## config.mk

```make
export PLATFORM = sky130hd
export DESIGN_NAME = trap_controller
export DESIGN_NICKNAME = d
export VERILOG_FILES = /design/src/rtl/trap_controller.sv
export SDC_FILE = /design/constraint.sdc
export NUM_CORES = 1
export LEC_CHECK = 0
export BUFFER_PORTS_ARGS = -buffer_cell sky130_fd_sc_hd__buf_2
export CAP_MARGIN = 20
export CORE_MARGIN = 3
export CORE_UTILIZATION = 43
export CTS_CLUSTER_SIZE = 14
export DETAILED_ROUTE_END_ITERATION = 10
export PLACE_DENSITY = 0.85
export SETUP_SLACK_MARGIN = 0.15
export SYNTH_ARGS = -nofsm -noshare
export SYNTH_HDL_FRONTEND = slang
export SYNTH_SLANG_ARGS = --single-unit
```

## constraint.sdc

```tcl
create_clock -name clock -period 2.37 [get_ports clock]
set_clock_uncertainty 0.2 [all_clocks]
set_input_delay 0.1185 -clock clock [delete_from_list [all_inputs] [get_ports clock]]
set_output_delay 0.1185 -clock clock [all_outputs]
set_load 0.05 [all_outputs]
```

## src/rtl/trap_controller.sv

```systemverilog
// trap_controller
//
// Sequences the CSR file for trap entry (exception or external interrupt) and
// mret return. It also arbitrates the CSR file's single write port between
// pipeline CSR instructions and its own trap/return writes.
//
// Ports:
//   clock, reset           - rising-edge clock, asynchronous active-low reset
//   interrupt              - level external interrupt request (gated by MIE)
//   exception              - pipeline exception strobe
//   exceptionCause, trapPC - mcause value and PC captured at trap entry
//   mret                   - mret instruction strobe
//   cpuCsr*                - pipeline CSR write request and read index
//   cpuCsrGrant            - pipeline write accepted this cycle
//   csrReadData            - read data from the CSR file
//   readCSR                - CSR file read index
//   destinationCSR, csrWriteData, csrDestinationEnable - CSR file write port
//   stall                  - hold the pipeline while a sequence runs
//   redirect, redirectPC   - one-cycle PC redirect to trap vector / mepc
module trap_controller (
    input  logic        clock,
    input  logic        reset,
    input  logic        interrupt,
    input  logic        exception,
    input  logic [31:0] exceptionCause,
    input  logic [31:0] trapPC,
    input  logic        mret,
    input  logic        cpuCsrWriteEnable,
    input  logic [3:0]  cpuCsrAddress,
    input  logic [31:0] cpuCsrWriteData,
    input  logic [3:0]  cpuCsrReadAddress,
    output logic        cpuCsrGrant,
    input  logic [31:0] csrReadData,
    output logic [3:0]  readCSR,
    output logic [3:0]  destinationCSR,
    output logic [31:0] csrWriteData,
    output logic        csrDestinationEnable,
    output logic        stall,
    output logic        redirect,
    output logic [31:0] redirectPC
);

    localparam logic [3:0]  MSTATUS_IDX = 4'h0;
    localparam logic [3:0]  MEPC_IDX    = 4'h1;
    localparam logic [3:0]  MCAUSE_IDX  = 4'h2;
    localparam logic [3:0]  MTVEC_IDX   = 4'h8;
    localparam logic [31:0] INT_CAUSE   = 32'h8000000B;

    typedef enum logic [2:0] {
        StIdle,
        StSaveEpc,
        StSaveCause,
        StSaveStatus,
        StVector,
        StReturn
    } state_t;

    state_t      state_q;
    logic        mie_q;
    logic        mpie_q;
    logic [31:0] epc_q;
    logic [31:0] cause_q;

    logic take_trap;
    logic take_mret;
    logic ev;

    // Events are only considered in IDLE; elsewhere the stalled pipeline
    // re-presents them. An interrupt with MIE clear is simply not seen.
    always_comb begin
        take_trap = (state_q == StIdle) && (exception || (interrupt && mie_q));
        take_mret = (state_q == StIdle) && !take_trap && mret;
        ev        = take_trap || take_mret;
    end

    always_comb begin
        cpuCsrGrant          = 1'b0;
        readCSR              = cpuCsrReadAddress;
        destinationCSR       = 4'h0;
        csrWriteData         = 32'h0;
        csrDestinationEnable = 1'b0;
        redirect             = 1'b0;
        redirectPC           = 32'h0;
        stall                = (state_q != StIdle) || ev;

        unique case (state_q)
            StIdle: begin
                // The pipeline owns the write port only when no event fires.
                if (!ev && cpuCsrWriteEnable) begin
                    cpuCsrGrant          = 1'b1;
                    destinationCSR       = cpuCsrAddress;
                    csrWriteData         = cpuCsrWriteData;
                    csrDestinationEnable = 1'b1;
                end
            end
            StSaveEpc: begin
                destinationCSR       = MEPC_IDX;
                csrWriteData         = epc_q;
                csrDestinationEnable = 1'b1;
            end
            StSaveCause: begin
                destinationCSR       = MCAUSE_IDX;
                csrWriteData         = cause_q;
                csrDestinationEnable = 1'b1;
            end
            StSaveStatus: begin
                // MPIE <- MIE, MIE <- 0
                destinationCSR       = MSTATUS_IDX;
                csrWriteData         = {24'b0, mie_q, 3'b0, 1'b0, 3'b0};
                csrDestinationEnable = 1'b1;
            end
            StVector: begin
                readCSR    = MTVEC_IDX;
                redirect   = 1'b1;
                redirectPC = csrReadData & ~32'h3;
            end
            StReturn: begin
                // MIE <- MPIE, MPIE <- 1
                readCSR              = MEPC_IDX;
                redirect             = 1'b1;
                redirectPC           = csrReadData;
                destinationCSR       = MSTATUS_IDX;
                csrWriteData         = {24'b0, 1'b1, 3'b0, mpie_q, 3'b0};
                csrDestinationEnable = 1'b1;
            end
            default: ;
        endcase
    end

    always_ff @(posedge clock or negedge reset) begin
        if (!reset) begin
            state_q <= StIdle;
            mie_q   <= 1'b0;
            mpie_q  <= 1'b0;
            epc_q   <= 32'h0;
            cause_q <= 32'h0;
        end else begin
            unique case (state_q)
                StIdle: begin
                    if (take_trap) begin
                        epc_q   <= trapPC;
                        cause_q <= exception ? exceptionCause : INT_CAUSE;
                        state_q <= StSaveEpc;
                    end else if (take_mret) begin
                        state_q <= StReturn;
                    end else if (cpuCsrWriteEnable && (cpuCsrAddress == MSTATUS_IDX)) begin
                        // Granted pipeline write to mstatus updates the shadows.
                        mie_q  <= cpuCsrWriteData[3];
                        mpie_q <= cpuCsrWriteData[7];
                    end
                end
                StSaveEpc:   state_q <= StSaveCause;
                StSaveCause: state_q <= StSaveStatus;
                StSaveStatus: begin
                    mpie_q  <= mie_q;
                    mie_q   <= 1'b0;
                    state_q <= StVector;
                end
                StVector: state_q <= StIdle;
                StReturn: begin
                    mie_q   <= mpie_q;
                    mpie_q  <= 1'b1;
                    state_q <= StIdle;
                end
                default: state_q <= StIdle;
            endcase
        end
    end

endmodule

```

### Word-level counts from Yosys, hierarchy flattened

Cells that the tools add are included.

| storage, ports and cells | value |
|---|---|
| register bits | 69 |
| latch bits | 0 |
| bits in writable memories | 0 |
| bits in read-only memories | 0 |
| bits of input ports | 142 |
| output and inout bits | 76 |
| logic and storage cells | 55 |
| memories kept | 0 |

| cells by class | value |
|---|---|
| add/subtract/negate cells | 0 |
| multiply operators | 0 |
| divide/modulo/power cells | 0 |
| $lt $le $gt $ge | 0 |
| eq/ne operators | 9 |
| shift-type cells | 0 |
| muxes and demuxes | 22 |
| bitwise operators | 0 |
| reduce and logical (&&, ||, !) cells | 19 |

Operators with widths:

| kind | number |
|---|---|
| 32-bit one-hot mux with 5 select lines | 1 |
| 32-bit two-way mux | 2 |
| 32-bit one-hot mux with 2 select lines | 1 |
| 3-bit one-hot mux with 4 select lines | 1 |
| 4-bit one-hot mux with 3 select lines | 1 |
| 1-bit two-way mux | 9 |
| 4-bit one-hot mux with 2 select lines | 1 |
| 3-bit by 2-bit == test with 1-bit output, second input constant | 2 |
| 3-bit == test, second input constant | 2 |
| 1-bit logical AND | 6 |
| 3-bit two-way mux | 2 |
| 1-bit one-hot mux with 3 select lines | 2 |
| 3-bit nonzero test | 2 |
| 4-bit logical NOT | 1 |
| 4-bit two-way mux | 1 |
| 2-bit inequality test, second input constant | 2 |
| 4-bit AND reduction | 1 |
| 4-bit OR reduction | 1 |
| 3-bit by 1-bit == test with 1-bit output, second input constant | 1 |
| 3-bit logical NOT | 1 |
| 1-bit logical OR | 3 |
| 3-bit inequality test, second input constant | 1 |
| 1-bit logical NOT | 2 |
| 2-bit by 1-bit inequality test with 1-bit output, second input constant | 1 |
| 3 further kinds | 3 |

### Longest topological paths before layout

| depth | value |
|---|---|
| depth after elaboration | 11 |
| mapped depth | 7 |
| mapped depth without buffers | 6 |

### Worst setup path before layout

Ideal clock, no wire load.

| timing path | value |
|---|---|
| path type | flip-flop to output port |
| start point | register mie_q |
| end point | output port destinationCSR[0] |
| data arrival time | 2126 ps |
| required time | 2051 ps |
| path slack | -74 ps |
| stages on the path, launching flop included | 5 |
| path buffers | 0 |
| path through | dfrtp_1 -> a211oi_1 -> and2_1 -> a21oi_1 -> nor3_1 |

| on the way | value |
|---|---|
| word-level cells in the longest chain between the ends | 11 |

RTL lines:

| what | RTL line | RTL |
|---|---|---|
| from (decl) | 59 | `logic mie_q;` |
| from (signal assigned) | 148 | `mie_q <= cpuCsrWriteData[3];` |
| from (signal assigned) | 161 | `mie_q <= mpie_q;` |
| 1-bit logical AND (*) | 71 | `take_trap = (state_q == StIdle) && (exception \|\| (interrupt && mie_q));` |
| 1-bit logical OR (*) | 71 |  |
| 1-bit logical AND (*) | 71 |  |
| 1-bit logical NOT | 72 | `take_mret = (state_q == StIdle) && !take_trap && mret;` |
| 1-bit logical AND (2 in a row) | 72 |  |
| 1-bit logical OR (*) | 73 | `ev = take_trap \|\| take_mret;` |
| 1-bit logical NOT (*) | 89 | `if (!ev && cpuCsrWriteEnable) begin` |
| 1-bit logical AND (*) | 89 |  |
| 4-bit two-way mux (*) | 89 |  |
| 4-bit one-hot mux with 3 select lines (*) | 86 | `unique case (state_q)` |
| to (decl) | 35 | `output logic [3:0] destinationCSR,` |

Mark *: on every way between the ends. The rest lies on a longest branch, timed or not.

### Worst setup path in the final report

| timing path | value |
|---|---|
| start point | register mie_q |
| end point | output port csrWriteData[26] |

| on the way | value |
|---|---|
| word-level cells in the longest chain between the ends | 11 |

RTL lines:

| what | RTL line | RTL |
|---|---|---|
| 1-bit logical AND (*) | 71 |  |
| 1-bit logical OR (*) | 71 |  |
| 1-bit logical AND (*) | 71 |  |
| 1-bit logical NOT | 72 |  |
| 1-bit logical AND (2 in a row) | 72 |  |
| 1-bit logical OR (*) | 73 |  |
| 1-bit logical NOT (*) | 89 |  |
| 1-bit logical AND (*) | 89 |  |
| 32-bit two-way mux (*) | 89 |  |
| 32-bit one-hot mux with 5 select lines (*) | 86 |  |
| to (decl) | 36 | `output logic [31:0] csrWriteData,` |

Marks and branches as above.

==> metrics.txt <==
Mean Syn Cell Area=8.598 um2; Syn Inst Count=414; Detail Placement HPWL=9.064 mm; initial DRC count=273; share of cells above drive strength 1=39.80%; outcome=complete, no violations; Worst Path Arrival=1.97 ns; Total Neg Setup Slack=0 ns; Crit. End Element=output port; maximum vdd drop=820.2 uV; # IOs=218; area leader, netlist=dfrtp_1; P_int=0.004296 W; Final Worst Setup Slack=0.08097 ns; post-layout min period=2.289 ns; Setup Slack @ Placement=0.3351 ns; Hold EP=cause_q[31]$_DFFE_PN0P_; largest driver fanout on the critical path=15; DRC violations left=0; RSZ-0062 raised after global routing=true; worst slew pin tran=0.6179 ns; grt total ovfl=0; global-route wire length before repair=22.54 mm; clock root cell=clkbuf_8; vias in the first global route=4504; Yosys top cell area share=48.51%; min-delay src=exception; reg2reg start=state_q[0]$_DFFE_PN0P_; slowest CP cell=dfrtp_1; FF-to-FF path depth=5; # setup viols final=0; post-route ant nets=0; H-tree Lvls=3; mapped cell area=3560 um2; Tcrit/Tclk final=96.58%; Std-Cell Rows=32; switching power=0.004347 W; Seq/Total Area, Yosys=48.51%; Cell Pwr Density=1432 nW/um2; Routed WL=14.63 mm; Area growth, synth to finish=69.56%; RePlAce Congestion=0.9213; clock-pin slew on the worst setup and hold paths=0.08 ns; slowest stage delay, CP=0.43 ns; placeable core area=7888 um2; startpoint types=register; clock latency on the worst-skew pair=0.33 ns; cts bufs inserted=9; Reg power frac=24.5%; crit path buf inv count=2; async set-reset flop share out of synthesis=100.0%; full die area=9406 um2; most frequent cells in the layout=buf_2 (154), nand2_1 (138), dlygate4sd3_1 (68), dfrtp_1 (66), buf_4 (58); dominant synthesized flop cell=dfrtp_1; syn_nets=556; Starting Density=45.13%; Bufs on Longest Clock Path=2; reg2reg end=mie_q$_DFFE_PN0P_; Synth Register Bits=69; fillers=533; initial antenna violation count=2; register area=1730 um2; CP required=2.05 ns; critical path class=register to output port; Slew Limit Fails=0; Die Span X=96.99 um; Fin Hold WS=0.03855 ns; wire per inst=18.17 um; combinational power share=62.2%; clock power share=13.3%; Final Total Pwr=0.008643 W; endpoints failing hold=0; max_cap viols=0; Distinct cells, synth=32; CTS tree=built; Vias=4375; LEAKAGE=3.074 nW; Worst Hold Class=primary input to register; Fmax=0.4369 GHz; Syn. warnings=0; leading cell type in the layout, fill and taps excluded=buf_2; Slew headroom=58.80%; Pre-antenna DRT Iters=5; I/O Buffers=217; total track usage=29.69%; Final #Nets=838; multi-input gate area in the final layout=1740 um2; R2R setup slack=0.33 ns; clock sinks=69; Post-synth EDFFs=0; critical path's top delay family=buffers and inverters; die height=96.99 um; hold path depth=3; synth top area cells=dfrtp_1 (49%), nand2_1 (15%), a22o_1 (6.9%), a22oi_1 (6.5%), and2_1 (6.0%); Via density=5.435; Sw Share=50.29%; CP Cell Sequence=a211oi_2, and3_4, buf_6, nand2_1, o21ai_1, buf_2; largest net degree at the start of global routing=45
## synthesized netlist by cell type, types with 2 or more instances
library cell and number:
buf_2 11, nor2b_1 5, o22a_1 4, a22o_1 28
inv_2 2, a22oi_1 31, dfrtp_1 69, o21ai_0 4
and3_1 3, nand3_1 5, buf_4 4, nor3_1 2
and2_1 34, a211oi_1 2, mux2_1 2, o21ai_1 30
clkbuf_1 20, nand2_1 138, a21oi_1 6, nand2b_1 2
## worst max path at each step
| stage | endpoint | start | depth (start not counted) |
|---|---|---|---|
| floorplan | readCSR[3] | state_q[1]$_DFFE_PN0P_ | 4 |
| global placement | csrWriteData[0] | state_q[0]$_DFFE_PN0P_ | 5 |
| detailed placement | csrWriteData[23] | state_q[0]$_DFFE_PN0P_ | 5 |
| CTS | csrWriteData[23] | mie_q$_DFFE_PN0P_ | 6 |
| global route | csrWriteData[26] | mie_q$_DFFE_PN0P_ | 6 |
| finish | csrWriteData[26] | mie_q$_DFFE_PN0P_ | 6 |
## kinds of logic (layout without fill, tap and decap cells)
kind of cell | Yosys count | count (layout) | share of synthesized area, %
buffers and inverters | 39 | 326 | 4.921
AND/OR/NAND/NOR | 193 | 193 | 24.01
flip-flops | 69 | 69 | 48.51
multiplexers | 3 | 3 | 0.9139
other | 0 | 2 | 0
AO/OA/AOI/OAI | 110 | 110 | 21.65
## final cells by class
cell class                 count  area share [%]
clock inverter                 6           1.845
clock buffer                  10           2.114
sequential                    69           28.67
multi-input combinational    306           28.83
antenna                        2         0.08292
timing repair buffer         307           36.15
inverter                       3          0.1866
tap                          102           2.114
## flip-flops by register name, indices dropped and copies added (netlist names)
signal	flops
cause_q	32
epc_q	32
mie_q	1
mpie_q	1
state_q	3
## stage by stage
stage	instance area, um2	util (%)	cells
2_1_floorplan	3612	-	414
3_3_place_gp	4862	61.64	716
3_5_place_dp	4862	61.64	716
4_1_cts	5877	74.51	803
5_1_grt	6036	76.52	805
6_report	6036	76.52	805
## routing by layer
layer	up-vias	GRT usage, %	wire length, um
li1	1984	-	-
met1	2067	32.71	5136
met2	273	53.24	7713
met3	51	6.489	1230
met4	0	15.33	549
met5	-	0	0
## timing repair
action,CTS,global route
setup endpoints to repair,61,70
buffers inserted,3,0
hold buffers,68,0
hold endpoints to repair,91,0
gates resized for setup,28,73
pin swaps,0,2
## worst register-to-register path, delay by kind of cell (launching register included)
kind,cells,cell delay [ns]
AO/OA/AOI/OAI,1,0.24
buffers and inverters,1,0.16
AND/OR/NAND/NOR,2,0.52
flip-flops,1,0.47
multiplexers,1,0.34
## power by group through the flow
stage	Clock (W)	Combinational, W	Sequential [W]
after global routing	0.00121	0.00569	0.00218
final	0.00115	0.00537	0.00212
after floorplan	0	0.00367	0.00197
after CTS	0.00117	0.00511	0.00209
after detailed placement	0	0.00484	0.00210
after global placement	0	0.00473	0.00207
(Power assumes the default switching activity.)
